## src/rtl/fp_add_sub_pkg.sv

```systemverilog
// Shared widths and record types for the FP add/sub normalisation datapath.
package fp_add_sub_pkg;

    localparam int FP_MANT_SUM_W = 32;
    localparam int FP_LZC_W      = 5;
    localparam int FP_EXP_W      = 8;

    typedef logic [FP_LZC_W-1:0] lzc_t;

    // Contents of the stage-1 register at the default widths.
    typedef struct packed {
        logic [FP_MANT_SUM_W-1:0] mant;
        logic [FP_EXP_W-1:0]      exp;
        logic                     sign;
        lzc_t                     lzc;
        logic                     zero;
    } norm_s1_t;

    // Larger of two elaboration-time integers, used to size comparators.
    function automatic int max_int(input int a, input int b);
        if (a > b) begin
            return a;
        end else begin
            return b;
        end
    endfunction

endpackage

```

## src/rtl/fp_add_sub_lzc.sv

```systemverilog
// Recursive MSB-priority encoder. q is the index of the highest set bit;
// zero flags an all-zero input (q is then 0 and meaningless).
module fp_add_sub_lzc
    import fp_add_sub_pkg::*;
#(
    parameter int WIDTH   = FP_MANT_SUM_W,
    parameter int WIDTHAD = FP_LZC_W
) (
    input  logic [WIDTH-1:0]   data,
    output logic [WIDTHAD-1:0] q,
    output logic               zero
);

    generate
        if (WIDTH == 2) begin : g_leaf
            assign q    = data[1];
            assign zero = ~|data;
        end else begin : g_node
            localparam int HALF = WIDTH / 2;

            logic [WIDTHAD-2:0] q_hi_s;
            logic [WIDTHAD-2:0] q_lo_s;
            logic               zero_hi_s;
            logic               zero_lo_s;

            fp_add_sub_lzc #(.WIDTH(HALF), .WIDTHAD(WIDTHAD - 1)) u_hi (
                .data (data[WIDTH-1:HALF]),
                .q    (q_hi_s),
                .zero (zero_hi_s)
            );

            fp_add_sub_lzc #(.WIDTH(HALF), .WIDTHAD(WIDTHAD - 1)) u_lo (
                .data (data[HALF-1:0]),
                .q    (q_lo_s),
                .zero (zero_lo_s)
            );

            // The upper half wins whenever it holds any set bit.
            assign zero = zero_hi_s & zero_lo_s;
            assign q    = zero_hi_s ? {1'b0, q_lo_s} : {1'b1, q_hi_s};
        end
    endgenerate

endmodule

```

## src/rtl/fp_add_sub_normalize_pipe.sv

```systemverilog
// Post-add normalisation: stage 1 captures the sum and its leading-zero count,
// stage 2 left-shifts by min(lzc, exp) and lowers the exponent accordingly.
// Two-entry pipeline with valid/ready backpressure; outputs are registered.
module fp_add_sub_normalize_pipe
    import fp_add_sub_pkg::*;
#(
    parameter int WIDTH     = FP_MANT_SUM_W,
    parameter int WIDTHAD   = FP_LZC_W,
    parameter int EXP_WIDTH = FP_EXP_W
) (
    input  logic                 clock,
    input  logic                 reset_n,
    input  logic                 in_valid,
    output logic                 in_ready,
    input  logic [WIDTH-1:0]     in_mant,
    input  logic [EXP_WIDTH-1:0] in_exp,
    input  logic                 in_sign,
    output logic                 out_valid,
    input  logic                 out_ready,
    output logic [WIDTH-1:0]     out_mant,
    output logic [EXP_WIDTH-1:0] out_exp,
    output logic                 out_sign,
    output logic                 out_zero,
    output logic                 out_underflow
);

    // Compare width wide enough that neither operand wraps.
    localparam int                 CMP_W   = max_int(WIDTHAD, EXP_WIDTH) + 1;
    localparam logic [WIDTHAD-1:0] LZC_MAX = WIDTHAD'(WIDTH - 1);

    // Encoder results
    logic [WIDTHAD-1:0]   lzc_q_s;
    logic                 lzc_zero_s;
    logic [WIDTHAD-1:0]   lzc_count_s;

    // Stage 1 registers
    logic                 s1_valid_r;
    logic [WIDTH-1:0]     s1_mant_r;
    logic [EXP_WIDTH-1:0] s1_exp_r;
    logic                 s1_sign_r;
    logic [WIDTHAD-1:0]   s1_lzc_r;
    logic                 s1_zero_r;

    // Stage 2 registers (drive the outputs directly)
    logic                 s2_valid_r;
    logic [WIDTH-1:0]     s2_mant_r;
    logic [EXP_WIDTH-1:0] s2_exp_r;
    logic                 s2_sign_r;
    logic                 s2_zero_r;
    logic                 s2_underflow_r;

    // Stage 2 combinational datapath
    logic                 s2_adv_s;
    logic [CMP_W-1:0]     lzc_ext_s;
    logic [CMP_W-1:0]     exp_ext_s;
    logic                 over_s;
    logic [WIDTHAD-1:0]   shift_s;
    logic [WIDTH-1:0]     shifted_s;
    logic [EXP_WIDTH-1:0] exp_adj_s;

    fp_add_sub_lzc #(.WIDTH(WIDTH), .WIDTHAD(WIDTHAD)) u_lzc (
        .data (in_mant),
        .q    (lzc_q_s),
        .zero (lzc_zero_s)
    );

    assign lzc_count_s = LZC_MAX - lzc_q_s;

    assign s2_adv_s  = !s2_valid_r || out_ready;
    assign in_ready  = !s1_valid_r || s2_adv_s;

    assign out_valid     = s2_valid_r;
    assign out_mant      = s2_mant_r;
    assign out_exp       = s2_exp_r;
    assign out_sign      = s2_sign_r;
    assign out_zero      = s2_zero_r;
    assign out_underflow = s2_underflow_r;

    // Shift amount is clamped to the exponent so the result never goes below exp 0.
    always_comb begin
        lzc_ext_s = CMP_W'(s1_lzc_r);
        exp_ext_s = CMP_W'(s1_exp_r);
        if (lzc_ext_s > exp_ext_s) begin
            over_s  = 1'b1;
            shift_s = WIDTHAD'(exp_ext_s);
        end else begin
            over_s  = 1'b0;
            shift_s = s1_lzc_r;
        end
    end

    // Logarithmic barrel shifter, one level per shift-count bit.
    always_comb begin
        shifted_s = s1_mant_r;
        for (int i = 0; i < WIDTHAD; i++) begin
            if (shift_s[i]) begin
                shifted_s = shifted_s << (1 << i);
            end else begin
                shifted_s = shifted_s;
            end
        end
    end

    assign exp_adj_s = s1_exp_r - EXP_WIDTH'(shift_s);

    // Stage 1: capture the incoming sum together with its leading-zero count.
    always_ff @(posedge clock) begin
        if (!reset_n) begin
            s1_valid_r <= 1'b0;
            s1_mant_r  <= '0;
            s1_exp_r   <= '0;
            s1_sign_r  <= 1'b0;
            s1_lzc_r   <= '0;
            s1_zero_r  <= 1'b0;
        end else if (in_ready) begin
            s1_valid_r <= in_valid;
            if (in_valid) begin
                s1_mant_r <= in_mant;
                s1_exp_r  <= in_exp;
                s1_sign_r <= in_sign;
                s1_lzc_r  <= lzc_count_s;
                s1_zero_r <= lzc_zero_s;
            end
        end
    end

    // Stage 2: register the normalised result; a held result is frozen until accepted.
    always_ff @(posedge clock) begin
        if (!reset_n) begin
            s2_valid_r     <= 1'b0;
            s2_mant_r      <= '0;
            s2_exp_r       <= '0;
            s2_sign_r      <= 1'b0;
            s2_zero_r      <= 1'b0;
            s2_underflow_r <= 1'b0;
        end else if (s2_adv_s) begin
            s2_valid_r <= s1_valid_r;
            if (s1_valid_r) begin
                s2_sign_r <= s1_sign_r;
                s2_zero_r <= s1_zero_r;
                if (s1_zero_r) begin
                    s2_mant_r      <= '0;
                    s2_exp_r       <= '0;
                    s2_underflow_r <= 1'b0;
                end else begin
                    s2_mant_r      <= shifted_s;
                    s2_exp_r       <= exp_adj_s;
                    s2_underflow_r <= over_s;
                end
            end
        end
    end

endmodule

```

## config.mk

```make
export PLATFORM = sky130hd
export DESIGN_NAME = fp_add_sub_normalize_pipe
export DESIGN_NICKNAME = d
export VERILOG_FILES = /design/src/rtl/fp_add_sub_pkg.sv /design/src/rtl/fp_add_sub_lzc.sv /design/src/rtl/fp_add_sub_normalize_pipe.sv
export SDC_FILE = /design/constraint.sdc
export NUM_CORES = 1
export LEC_CHECK = 0
export ABC_AREA = 1
export CAP_MARGIN = 25
export CORE_MARGIN = 2
export CORE_UTILIZATION = 54
export DETAILED_ROUTE_END_ITERATION = 12
export PLACE_DENSITY = 0.8
export SLEW_MARGIN = 15
export SYNTH_ARGS = -nofsm -noshare
export SYNTH_HDL_FRONTEND = slang
export SYNTH_SLANG_ARGS = --single-unit
```

## constraint.sdc

```tcl
create_clock -name clock -period 3.2 [get_ports clock]
set_input_delay 0.32 -clock clock [delete_from_list [all_inputs] [get_ports clock]]
set_output_delay 0.32 -clock clock [all_outputs]
set_load 0.02 [all_outputs]
```

-- Yosys cells after proc, flatten, opt, wreduce, memory -nomap -nowiden
Index checks and enable logic that the tools add are counted.
- reduce and logical (&&, ||, !) cells: 38
- equal/unequal tests: 0
- add/sub/neg operators: 2
- shifts and indexed selects: 0
- bitwise operators: 15
- order comparisons: 1
- multiply operators: 0
- divide/modulo/power cells: 0
- mux-type cells: 25
- operator list (kind ; number):
    two-way mux 32 bit ; 6
    OR reduction 2 bit ; 16
    logical NOT 1 bit ; 18
    two-way mux 2 bit ; 8
    AND 1 bit ; 15
    two-way mux 3 bit ; 4
    two-way mux 5 bit ; 2
    greater-than comparator 5 x 8 -> 1 bit ; 1
    two-way mux 4 bit ; 2
    two-way mux 8 bit ; 1
    subtractor 8 x 5 -> 8 bit ; 1
    subtractor 5 bit (first input constant) ; 1
    AND reduction 2 bit ; 2
    logical OR 1 bit ; 2
    two-way mux 1 bit ; 2
- memories kept: 0
- ROM bits: 0
- register bits after elaboration: 92
- input bits: 45
- bits in writable memories: 0
- output and inout port bits: 45
- bits in latches: 0

-- Longest topological paths before layout
Gate-level depths: netlist (run 1).
- word-level depth: 8
- mapped depth: 26
- gate-level depth less buffers: 25

-- Modules after synthesis
A second synthesis (run 1) with hierarchy kept.
- cell total of the unflattened synthesis: 1059
- area, all modules: 6441.2 um^2
- by module, submodules not included (module ; seq. area each (um^2) ; area each (um^2) ; times used ; cells each):
    fp_add_sub_normalize_pipe ; 1841.8 ; 5779.3 ; 1 ; 904
    fp_add_sub_lzc at u_lzc.g_node.u_hi.g_node.u_hi.g_node.u_hi ... ; 0.0 ; 25.0 ; 8 ; 6
    fp_add_sub_lzc at u_lzc.g_node.u_hi.g_node.u_hi.g_node.u_hi.g_node.u_hi ... ; 0.0 ; 11.3 ; 16 ; 2
    fp_add_sub_lzc at u_lzc.g_node.u_hi.g_node.u_hi ... ; 0.0 ; 33.8 ; 4 ; 9
    fp_add_sub_lzc at u_lzc.g_node.u_hi ... ; 0.0 ; 45.0 ; 2 ; 12
    fp_add_sub_lzc at u_lzc ; 0.0 ; 56.3 ; 1 ; 15

-- Worst setup path after synthesis (run 1)
No wires, ideal clock.
- path kind: reg-to-reg
- start: reg s1_exp_r[1]
- end: reg s2_exp_r[6] (netlist: out_exp[6])
- path buffers: 1
- cell stages (with the launch flop): 26
- slack: 0.573 ns
- arrival: 2.556 ns
- clock period less this slack: 2.627 ns
- library setup time: 0.070 ns
- data required time: 3.130 ns
- path through: dfxtp_1 inv_1 ha_1 nand2_1 nand2_1 nand2_1 nand2_1 nand2_1 nand2_2 nand2_2 buf_6 nand2_1 o21ai_4 nand2_1 nand2_1 inv_1 ha_1 inv_1 nand2_1 nand3_1 nand2_1 nand2_1 nand2_1 nand2_1 nand3_1 a21oi_1
- longest elaborated chain between the ends: 4
- RTL lines (what ; line ; RTL):
    start, declared ; fp_add_sub_normalize_pipe.sv:39 ; logic [EXP_WIDTH-1:0] s1_exp_r;
    start signal, assigned ; fp_add_sub_normalize_pipe.sv:119 ; s1_exp_r <= in_exp;
    greater-than comparator 5 x 8 -> 1 bit ; fp_add_sub_normalize_pipe.sv:83 ; if (lzc_ext_s > exp_ext_s) begin
    two-way mux 5 bit ; fp_add_sub_normalize_pipe.sv:83 ;
    subtractor 8 x 5 -> 8 bit (*) ; fp_add_sub_normalize_pipe.sv:104 ; assign exp_adj_s = s1_exp_r - EXP_WIDTH'(shift_s);
    two-way mux 8 bit (*) ; fp_add_sub_normalize_pipe.sv:141 ; if (s1_zero_r) begin
    end signal, assigned ; fp_add_sub_normalize_pipe.sv:147 ; s2_exp_r <= exp_adj_s;
    end, declared ; fp_add_sub_normalize_pipe.sv:47 ; logic [EXP_WIDTH-1:0] s2_exp_r;
Mark *: on every way between the ends. The rest lies on a longest branch, timed or not.
A chain may end at the register's enable or synchronous reset.

-- Final worst setup path (run 1)
Ends and elaborated chain as after synthesis.

==> impl_metrics.json, run 1 <==
{
  "cts_hold_buf": 0,
  "pre_cts_ws_ns": 0.1973,
  "final_layout_size_suffix_gt1_share_pct": 5.810,
  "drt_iter0_markers": 452,
  "routed_wl_mm": 16.20,
  "synth_ff_type": "dfxtp_1",
  "htreeDepth": 3,
  "grt_pass1_vias": 5760,
  "n_antenna_cell": 0,
  "netlist_area_um2": 5617,
  "synth_edf_count": 0,
  "dp_hpwl_mm": 12.27,
  "power_density_nw_per_um2": 498.2,
  "detail_route.wl_per_cell_um": 14.51,
  "grtUsageTotal_pct": 29.79,
  "critPathMaxFanout": 21,
  "fin_worst_skew_ns": 0.009290,
  "power_leakage_uw": 0.002976,
  "path_class": "register to register",
  "cpMostUsedCell": "nand2_1",
  "worst_slew_pin_slew_ns": 0.7701,
  "die_y_um": 106.0,
  "end_kind": "register",
  "netlist_top_cells_area": "dfxtp_1, nand3_1, nand2_1",
  "syn-num-nets": 963,
  "grt_pass1_wl_mm": 27.04,
  "fp.coreArea_um2": 10230,
  "die_x_um": 106.0,
  "setup_viol_count_final": 0,
  "layout.cells.non_filler": 1117,
  "slew_headroom_pct": 48.50,
  "start_util_pct": 54.90,
  "core.rowCount": 37,
  "place_area_um2": 6570,
  "drc": 0,
  "hold_class": "register to register",
  "gp_congestion": 0.9721,
  "fmax_ghz": 0.3492,
  "vias": 6184,
  "placement.io_buffers": 89,
  "ios": 90,
  "max_cap_viol_count": 0,
  "vias_per_cell": 5.536,
  "hold_ws_ns": 0.4669,
  "cts.clk_slew.worst_paths_ns": 0.09,
  "async_flop_share_pct": 0,
  "cp.arrival_ns": 3.17,
  "period_share_pct": 89.49,
  "worstSkewPairLatency_ns": 0.37,
  "yosysWarnings": 0,
  "die_area_um2": 11230,
  "syn2layout_area_growth_pct": 21.12,
  "grt_setup_unrepaired": "false",
  "avgSynthCellArea_um2": 6.172,
  "cts_inserted_buffers": 9,
  "yosysTopAreaCell": "dfxtp_1",
  "finalSetupTns_ns": 0,
  "final.min_clock_period_ns": 2.864,
  "hold_violations": 0,
  "netlist.area_leader.share_pct": 32.79,
  "layout_setup_ws_ns": 0.3363,
  "critical_path_required_ns": 3.51,
  "stdcell_area_um2": 6803,
  "slew_violations": 0,
  "grt_max_degree": 45,
  "ant_nets": 0,
  "nets": 1030,
  "syn_inst": 910,
  "cts_buffer_depth": 2,
  "gr-total-overflow": 0,
  "drtPass1Iterations": 5,
  "synth_seq_cells": 92,
  "outcome": "finished, final reports clean",
  "antenna_found_initial": 0,
  "max_stage_delay_ns": 0.40,
  "slowest_stage": "dfxtp_1",
  "dp_cells": 1102,
  "synth_cell_types": 31,
  "cp_cell_sequence": "inv_1 -> ha_1 -> nand2_1 -> nand2_1 -> nand2_1 -> nand2_1 -> nand2_1 -> nand2_2 -> nand2_2 -> nand2_1 -> nand2_4 -> ha_1 -> inv_1 -> ha_1 -> inv_1 -> nand2_1 -> nand3_1 -> nand2_1 -> nand2_1 -> nand2_1 -> nand2_1 -> nand3_1 -> a21oi_1",
  "yosysSeqAreaShare_pct": 32.79,
  "clock_sinks": 92,
  "peakVddDrop_mv": 0.2863,
  "cts_tree": "done",
  "root_buffer": "clkbuf_8",
  "startpoint_type": "register"
}
[critical path, delay by kind of cell, from the launching register on]
| family | cells | cell delay, ns |
|---|---|---|
| flip-flops | 1 | 0.40 |
| buffers and inverters | 3 | 0.20 |
| AO/OA/AOI/OAI | 1 | 0.12 |
| adder cells (fa/ha/maj) | 3 | 0.69 |
| AND/OR/NAND/NOR | 16 | 1.39 |
[flip-flops by register name, indices dropped and copies added, names as in the netlist]
signal,cells
out_underflow,1
out_mant,32
out_exp,8
s1_exp_r,8
out_valid,1
s1_lzc_r,5
s1_zero_r,1
out_zero,1
s1_mant_r,32
s1_sign_r,1
out_sign,1
s1_valid_r,1
[cell usage in the layout (no fill, tap or decap), types with 7 or more instances in the layout]
cell,Yosys,layout
o21ai_1,8,8
inv_1,78,78
buf_4,6,19
clkdlybuf4s50_1,0,89
nand3_1,196,196
o21ai_0,62,62
nor2_1,37,37
a21oi_1,91,91
nand2_1,240,239
dfxtp_1,92,92
inv_2,7,7
clkbuf_8,0,10
ha_1,8,8
[cells in the mapped netlist, types with 7 or more instances]
master	instances
nor2_1	37
a21oi_1	91
inv_1	78
o21ai_0	62
o21ai_1	8
dfxtp_1	92
inv_2	7
nand3_1	196
buf_2	10
nand2_1	240
clkbuf_1	31
ha_1	8
[power breakdown]
group,leakage (µW),internal [µW],total [µW],switching (µW)
logic,0.00211,440,1230,788
registers,0.000757,1230,1280,50.3
clock network,0.000109,461,877,417
[logic make-up after synthesis]
family,share of synthesized area (%)
adders and majority gates,1.782
DFF,32.79
and+or+nand+nor,38.90
buffers and inverters,10.18
AOI/OAI and AO/OA,16.35
[cell type report]
type                       instances  area (µm²)
tap                              136       170.2
inverter                          85       319.1
clock buffer                      10       137.6
clock inverter                     5       85.08
timing repair buffer             108        1033
multi-input combinational        681        3216
sequential                        92        1842
fill                             974        3428
[path summary, 6_finish.rpt]
check / cells after the start / from / slack [ns] / to
worst max-delay path: 23 / s1_exp_r[1]$_SDFFE_PN0P_ / 0.34 / out_exp[6]$_SDFFE_PN0P_
worst min-delay path: 2 / out_mant[4]$_SDFFE_PN0P_ / 0.47 / out_mant[4]$_SDFFE_PN0P_
worst max register to register: 23 / s1_exp_r[1]$_SDFFE_PN0P_ / 0.34 / out_exp[6]$_SDFFE_PN0P_
worst min register to register: 2 / out_mant[4]$_SDFFE_PN0P_ / 0.47 / out_mant[4]$_SDFFE_PN0P_
[per-stage QoR]
stage / power (µW) / util (%)
floorplan: 2148 / -
global placement: 2505 / 64.22
detailed placement: 2517 / 64.22
CTS: 3384 / 66.39
global route: 3606 / 66.49
finish: 3389 / 66.49
[layer usage]
metal / share of wire (%) / GRT usage, %
met4: 3.0 / 13.16
met3: 5.2 / 4.844
met1: 44 / 38.05
met2: 48 / 49.63
met5: 0 / 0
[timing repair]
item,in CTS,in global routing
endpoints found under the setup margin,0,24
setup buffers,0,0
resized for setup,0,2
Power figures use the tool's default switching activity.
==> run 2: changes to the inputs <==
CORE_UTILIZATION = 40   (was 54)
PLACE_DENSITY = unset   (was 0.8)
==> run 2 against run 1 <==
  * Total power increased by 6.0%
  * Routed wire length increased by 7.7%
  * Sequential share of layout area decreased by 0.53 points
  * Global-route usage decreased by 5.3 points
  * Register-to-register slack about the same
  * Non-clock buffer count decreased by 1
  * Combinational power about the same
  * Sequential power about the same
  * First-iteration DRC count increased by 13%
  * Clock power increased by 22%
  * Count of clock-buffer cells in the layout unchanged
==> impl_metrics.json, run 2 (same netlist as run 1, synthesis figures left out) <==
{
  "outcome": "finished, final reports clean",
  "gr-usage-met1_pct": 31.10,
  "die_area_um2": 15010,
  "grt_pass1_wl_mm": 28.79,
  "drtPass1Iterations": 5,
  "place_area_um2": 6630,
  "hold_violations": 0,
  "antenna_found_initial": 0,
  "fin_worst_skew_ns": 0.007493,
  "nets": 1029,
  "vias": 6158,
  "mostFrequentLayoutCells": "nand2_1, nand3_1, dfxtp_1",
  "setup_viol_count_final": 0,
  "cts_buffer_depth": 2,
  "fp.coreArea_um2": 13770,
  "min_to": "out_mant[13]$_SDFFE_PN0P_",
  "grt_busiest_layer": "met2",
  "path_class": "register to register",
  "grt_pass1_vias": 5740,
  "cts_hold_buf": 0,
  "stdcell_area_um2": 6939,
  "gp_congestion": 0.9162,
  "post_cts_buffers": 0,
  "core.rowCount": 43,
  "grt_max_degree": 54,
  "syn2layout_area_growth_pct": 23.55,
  "critical_path_required_ns": 3.50,
  "cp.arrival_ns": 3.15,
  "gr-usage-met3_pct": 3.299,
  "cts_resized": 0,
  "slew_headroom_pct": 63.86,
  "rr_worst_depth": 21,
  "hold_start": "out_mant[13]$_SDFFE_PN0P_",
  "routed_wl_mm": 17.45,
  "root_buffer": "clkbuf_16",
  "end_kind": "register",
  "final_common_cell": "nand2_1",
  "slew_violations": 0,
  "r2r_end": "out_mant[29]$_SDFFE_PN0P_",
  "die_x_um": 122.5,
  "die_y_um": 122.5,
  "critPathMaxFanout": 32,
  "r2r_start": "s1_exp_r[1]$_SDFFE_PN0P_",
  "hold_depth": 2,
  "worstSkewPairLatency_ns": 0.35,
  "peakVddDrop_mv": 0.2453,
  "drt_iter0_markers": 511,
  "drc": 0,
  "n_fill_cell": 1483,
  "vias_per_cell": 5.304,
  "start_util_pct": 40.78,
  "fmax_ghz": 0.3499,
  "cts.clk_slew.worst_paths_ns": 0.07,
  "n_antenna_cell": 0,
  "power_density_nw_per_um2": 517.9,
  "power_leakage_uw": 0.003007,
  "final.min_clock_period_ns": 2.858,
  "clock_sinks": 92,
  "ios": 90,
  "worst_slew_pin_slew_ns": 0.5371,
  "met2_usage_pct": 41.74,
  "utilization_pct": 50.38,
  "r2r_slack_ns": 0.34,
  "finalSetupTns_ns": 0,
  "startpoint_type": "register",
  "grt_setup_unrepaired": "false",
  "final_layout_size_suffix_gt1_share_pct": 5.708,
  "detail_route.wl_per_cell_um": 15.03,
  "gr-total-overflow": 0,
  "ant_nets": 0,
  "period_share_pct": 89.31,
  "dp_hpwl_mm": 13.01,
  "grtUsageTotal_pct": 24.45,
  "htreeDepth": 3,
  "max_cap_viol_count": 0,
  "placement.io_buffers": 89,
  "cts_tree": "done",
  "hold_class": "register to register",
  "cts_inserted_buffers": 9
}
run 2: cell types whose count changed in the layout (fill, tap and decap cells not counted), sizes merged:
cell / previous run / this run
buf: 19 / 18
bufinv: 2 / 1
clkinv: 1 / 2
clkinvlp: 1 / 2
run 2: per-stage QoR:
step	hold WS (ns)	setup WS, ns	instances	total power, µW
finish	0.4634	0.3421	1161	3594
global route	0.4802	0.003781	1161	3828
CTS	0.4652	0.2180	1161	3601
detailed placement	0.4548	0.2253	1145	2532
global placement	0.4536	0.2890	1145	2529
floorplan	0.4410	0.5733	910	2148
run 2: final cells by class:
type,count,area (µm²),area share (%)
multi-input combinational,681,3219,46.39
sequential,92,1842,26.54
timing repair buffer,107,1039,14.97
inverter,85,321.6,4.634
clock buffer,10,229.0,3.300
tap,180,225.2,3.246
clock inverter,6,63.81,0.9196
run 2: report_power, final:
part	switching (µW)	total (µW)	leakage, µW	internal [µW]
Clock	466	1070	0.000139	606
Combinational	796	1240	0.00211	441
Sequential	50.2	1280	0.000757	1230
run 2: worst max path at each step:
stage                             startpoint                         to  slack [ns]  cells after the start
floorplan           s1_exp_r[1]$_SDFFE_PN0P_    out_exp[6]$_SDFFE_PN0P_        0.57                     25
global placement    s1_exp_r[1]$_SDFFE_PN0P_  out_mant[29]$_SDFFE_PN0P_        0.29                     19
detailed placement  s1_exp_r[1]$_SDFFE_PN0P_  out_mant[29]$_SDFFE_PN0P_        0.23                     19
CTS                 s1_exp_r[1]$_SDFFE_PN0P_  out_mant[29]$_SDFFE_PN0P_        0.22                     19
global route        s1_exp_r[1]$_SDFFE_PN0P_  out_mant[24]$_SDFFE_PN0P_       0.004                     18
finish              s1_exp_r[1]$_SDFFE_PN0P_  out_mant[29]$_SDFFE_PN0P_        0.34                     21
run 2: worst max-delay path, cell delays in order (launching register included):
cell and delay, ns:
dfxtp_1 0.39, inv_1 0.11, ha_1 0.33, nand2_1 0.07, nand2_1 0.04, nand2_1 0.05, nand2_1 0.04, nand2_1 0.06
nand2_2 0.06, nand2_2 0.10, buf_4 0.20, nand2_1 0.08, o21ai_2 0.06, buf_4 0.33, nand3_1 0.16, nand3_1 0.16
nand2_1 0.09, nand2_1 0.10, nand3_1 0.12, nand3_1 0.11, nand2_1 0.05, inv_1 0.06
run 2: routing by layer:
metal,wire [µm],share of wire (%)
met1,7932,45
met2,8443,48
met3,619,3.5
met4,458,2.6
met5,0,0
==> run 3: changes to the inputs <==
SYNTH_HIERARCHICAL = 1   (was unset)
==> run 3 against run 2 <==
  * Register-to-register slack hardly changed
  * Clock skew increased by 0.0074 ns
  * Design area up 10%
  * First-iteration DRC count grew 39%
  * Via count increased by 16%
  * Sequential power barely moved
  * Combinational power increased by 24%
  * Global-route usage rose by 0.47 points
  * Critical path type unchanged
==> impl_metrics.json, run 3 <==
{
  "outcome": "finished, final reports clean",
  "grtUsageTotal_pct": 24.91,
  "synth_top_family_by_area": "simple AND/OR/NAND/NOR gates",
  "yosysTopAreaCell": "dfxtp_1",
  "cts_buffer_depth": 2,
  "cts_tree": "done",
  "final.min_clock_period_ns": 2.866,
  "netlist_area_um2": 6441,
  "peakVddDrop_mv": 0.2787,
  "core.rowCount": 46,
  "final_layout_size_suffix_gt1_share_pct": 8.206,
  "netlist_top_cells_area": "dfxtp_1, nand3_1, nand2_1",
  "synth_cell_types": 35,
  "synth_commonest_cells": "nand3_1, nand2_1, dfxtp_1",
  "critPathMaxFanout": 21,
  "stdcell_area_um2": 7667,
  "finalSetupTns_ns": 0,
  "cts.clk_slew.worst_paths_ns": 0.07,
  "dp_hpwl_mm": 15.60,
  "fmax_ghz": 0.3489,
  "syn2layout_area_growth_pct": 19.04,
  "synth.most_common_cell": "nand3_1",
  "r2r_slack_ns": 0.33,
  "worstSkewPairLatency_ns": 0.36,
  "power_leakage_uw": 0.003424,
  "period_share_pct": 89.56,
  "detail_route.wl_per_cell_um": 15.59,
  "startpoint_type": "register",
  "fin_worst_skew_ns": 0.01490,
  "synth_compound_area_share_pct": 10.53,
  "synthMuxAreaShare_pct": 0,
  "drt_iter0_markers": 709,
  "gr-total-overflow": 0,
  "syn_inst": 1059,
  "vias_per_cell": 5.371,
  "end_kind": "register",
  "n_fill_cell": 1723,
  "root_buffer": "clkbuf_16",
  "cp.arrival_ns": 3.14,
  "syn-num-nets": 1112,
  "grt_max_degree": 71,
  "critical_path_required_ns": 3.48,
  "antenna_found_initial": 0,
  "grt_pass1_wl_mm": 33.39,
  "yosysSeqAreaShare_pct": 28.59,
  "hold_class": "input pin to register",
  "die_area_um2": 17130,
  "slew_headroom_pct": 43.27,
  "grt_pass1_vias": 6480,
  "power_density_nw_per_um2": 511.1,
  "drtPass1Iterations": 5,
  "placement.io_buffers": 89,
  "hold_violations": 0,
  "grt_setup_unrepaired": "false",
  "clock_sinks": 92,
  "final_common_cell": "nand3_1",
  "max_cap_viol_count": 0,
  "async_flop_share_pct": 0,
  "post_cts_buffers": 0,
  "die_x_um": 130.9,
  "n_antenna_cell": 0,
  "ios": 90,
  "synth_seq_cells": 92,
  "worst_slew_pin_slew_ns": 0.8499,
  "cts_resized": 0,
  "cts_hold_buf": 0,
  "routed_wl_mm": 20.65,
  "path_class": "register to register",
  "synth-simple-area-share_pct": 47.73,
  "slew_violations": 0,
  "synth_fa_ha_area_share_pct": 1.554,
  "htreeDepth": 3,
  "netlist.area_leader.share_pct": 28.59,
  "synth_xor_area_share_pct": 0,
  "die_y_um": 130.9,
  "vias": 7117,
  "ant_nets": 0,
  "fp.coreArea_um2": 15830,
  "start_util_pct": 40.70,
  "mostFrequentLayoutCells": "nand3_1, nand2_1, dfxtp_1",
  "avgSynthCellArea_um2": 6.082,
  "gp_congestion": 0.9375,
  "cts_inserted_buffers": 9,
  "synth_edf_count": 0,
  "drc": 0,
  "nets": 1157,
  "utilization_pct": 48.44,
  "synth_ff_type": "dfxtp_1",
  "setup_viol_count_final": 0,
  "place_area_um2": 7366,
  "yosysWarnings": 6
}
==> run 3: cell count changes in the layout (fill, tap and decap cells not counted), sizes merged, moves of 5 or more <==
cell,before,now
o21ai,73,57
a21oi,92,70
o211ai,5,0
nand2,246,306
nand3,196,290
nor2,40,61
==> run 3: path summary, 6_finish.rpt <==
path,from,endpoint,cells after the start
setup reg to reg,s1_exp_r[3]$_SDFFE_PN0P_,out_exp[7]$_SDFFE_PN0P_,20
hold reg to reg,out_mant[11]$_SDFFE_PN0P_,out_mant[11]$_SDFFE_PN0P_,2
setup / recovery,s1_exp_r[3]$_SDFFE_PN0P_,out_exp[7]$_SDFFE_PN0P_,20
hold / removal,reset_n,out_exp[1]$_SDFFE_PN0P_,3
==> run 3: worst max-delay path, stage by stage (launching register included) <==
cell and delay [ns]:
dfxtp_1 0.39, inv_1 0.09, ha_1 0.30, nand2_1 0.05, inv_1 0.11, nand2_1 0.07
nand2_1 0.06, nand2_2 0.06, nand2_4 0.12, nand2_8 0.13, nand2_1 0.17, nand2_1 0.09
buf_4 0.23, ha_1 0.21, nor2_1 0.10, nand2_1 0.07, nand2_1 0.12, nand2_1 0.10
nand3_1 0.08, nand3_1 0.11, a21oi_1 0.15
==> run 3: cell families (layout without fill, tap and decap cells) <==
logic type / Yosys count / after routing
AO/OA/AOI/OAI: 129 / 129
AND/OR/NAND/NOR: 670 / 670
flip-flops: 92 / 92
buffers and inverters: 160 / 210
adder cells (fa/ha/maj): 8 / 8
==> run 3: per-layer routing <==
metal,up-vias,part of all wire [%],track usage [%]
met5,-,0,0
met4,0,3.4,10.64
met3,44,4.3,2.687
met2,218,47,41.02
met1,3249,45,33.21
li1,3606,-,-
==> run 3: final cells by class <==
class	instances	area, µm²	area share (%)
Tap cell	216	270.3	3.525
Sequential cell	92	1842	24.02
Timing Repair Buffer	108	1074	14.00
Clock inverter	6	53.80	0.7017
Multi-Input combinational cell	807	3864	50.39
Inverter	86	325.3	4.243
Clock buffer	10	239.0	3.117
==> run 3: power breakdown <==
part,leakage (µW),switching [µW],internal (µW)
clock,0.000142,512,563
sequential,0.000757,66.9,1230
combinational,0.00253,1010,531
==> run 3: through the flow <==
| stage | setup WS [ns] | total power, µW | instances | hold WS [ns] |
|---|---|---|---|---|
| floorplan | 0.5775 | 2400 | 1059 | 0.4495 |
| global route | 0.04882 | 4160 | 1325 | 0.4316 |
| detailed placement | 0.2963 | 2845 | 1309 | 0.4543 |
| finish | 0.3340 | 3919 | 1325 | 0.4216 |
| CTS | 0.2774 | 3927 | 1325 | 0.4156 |
| global placement | 0.2905 | 2840 | 1308 | 0.4530 |
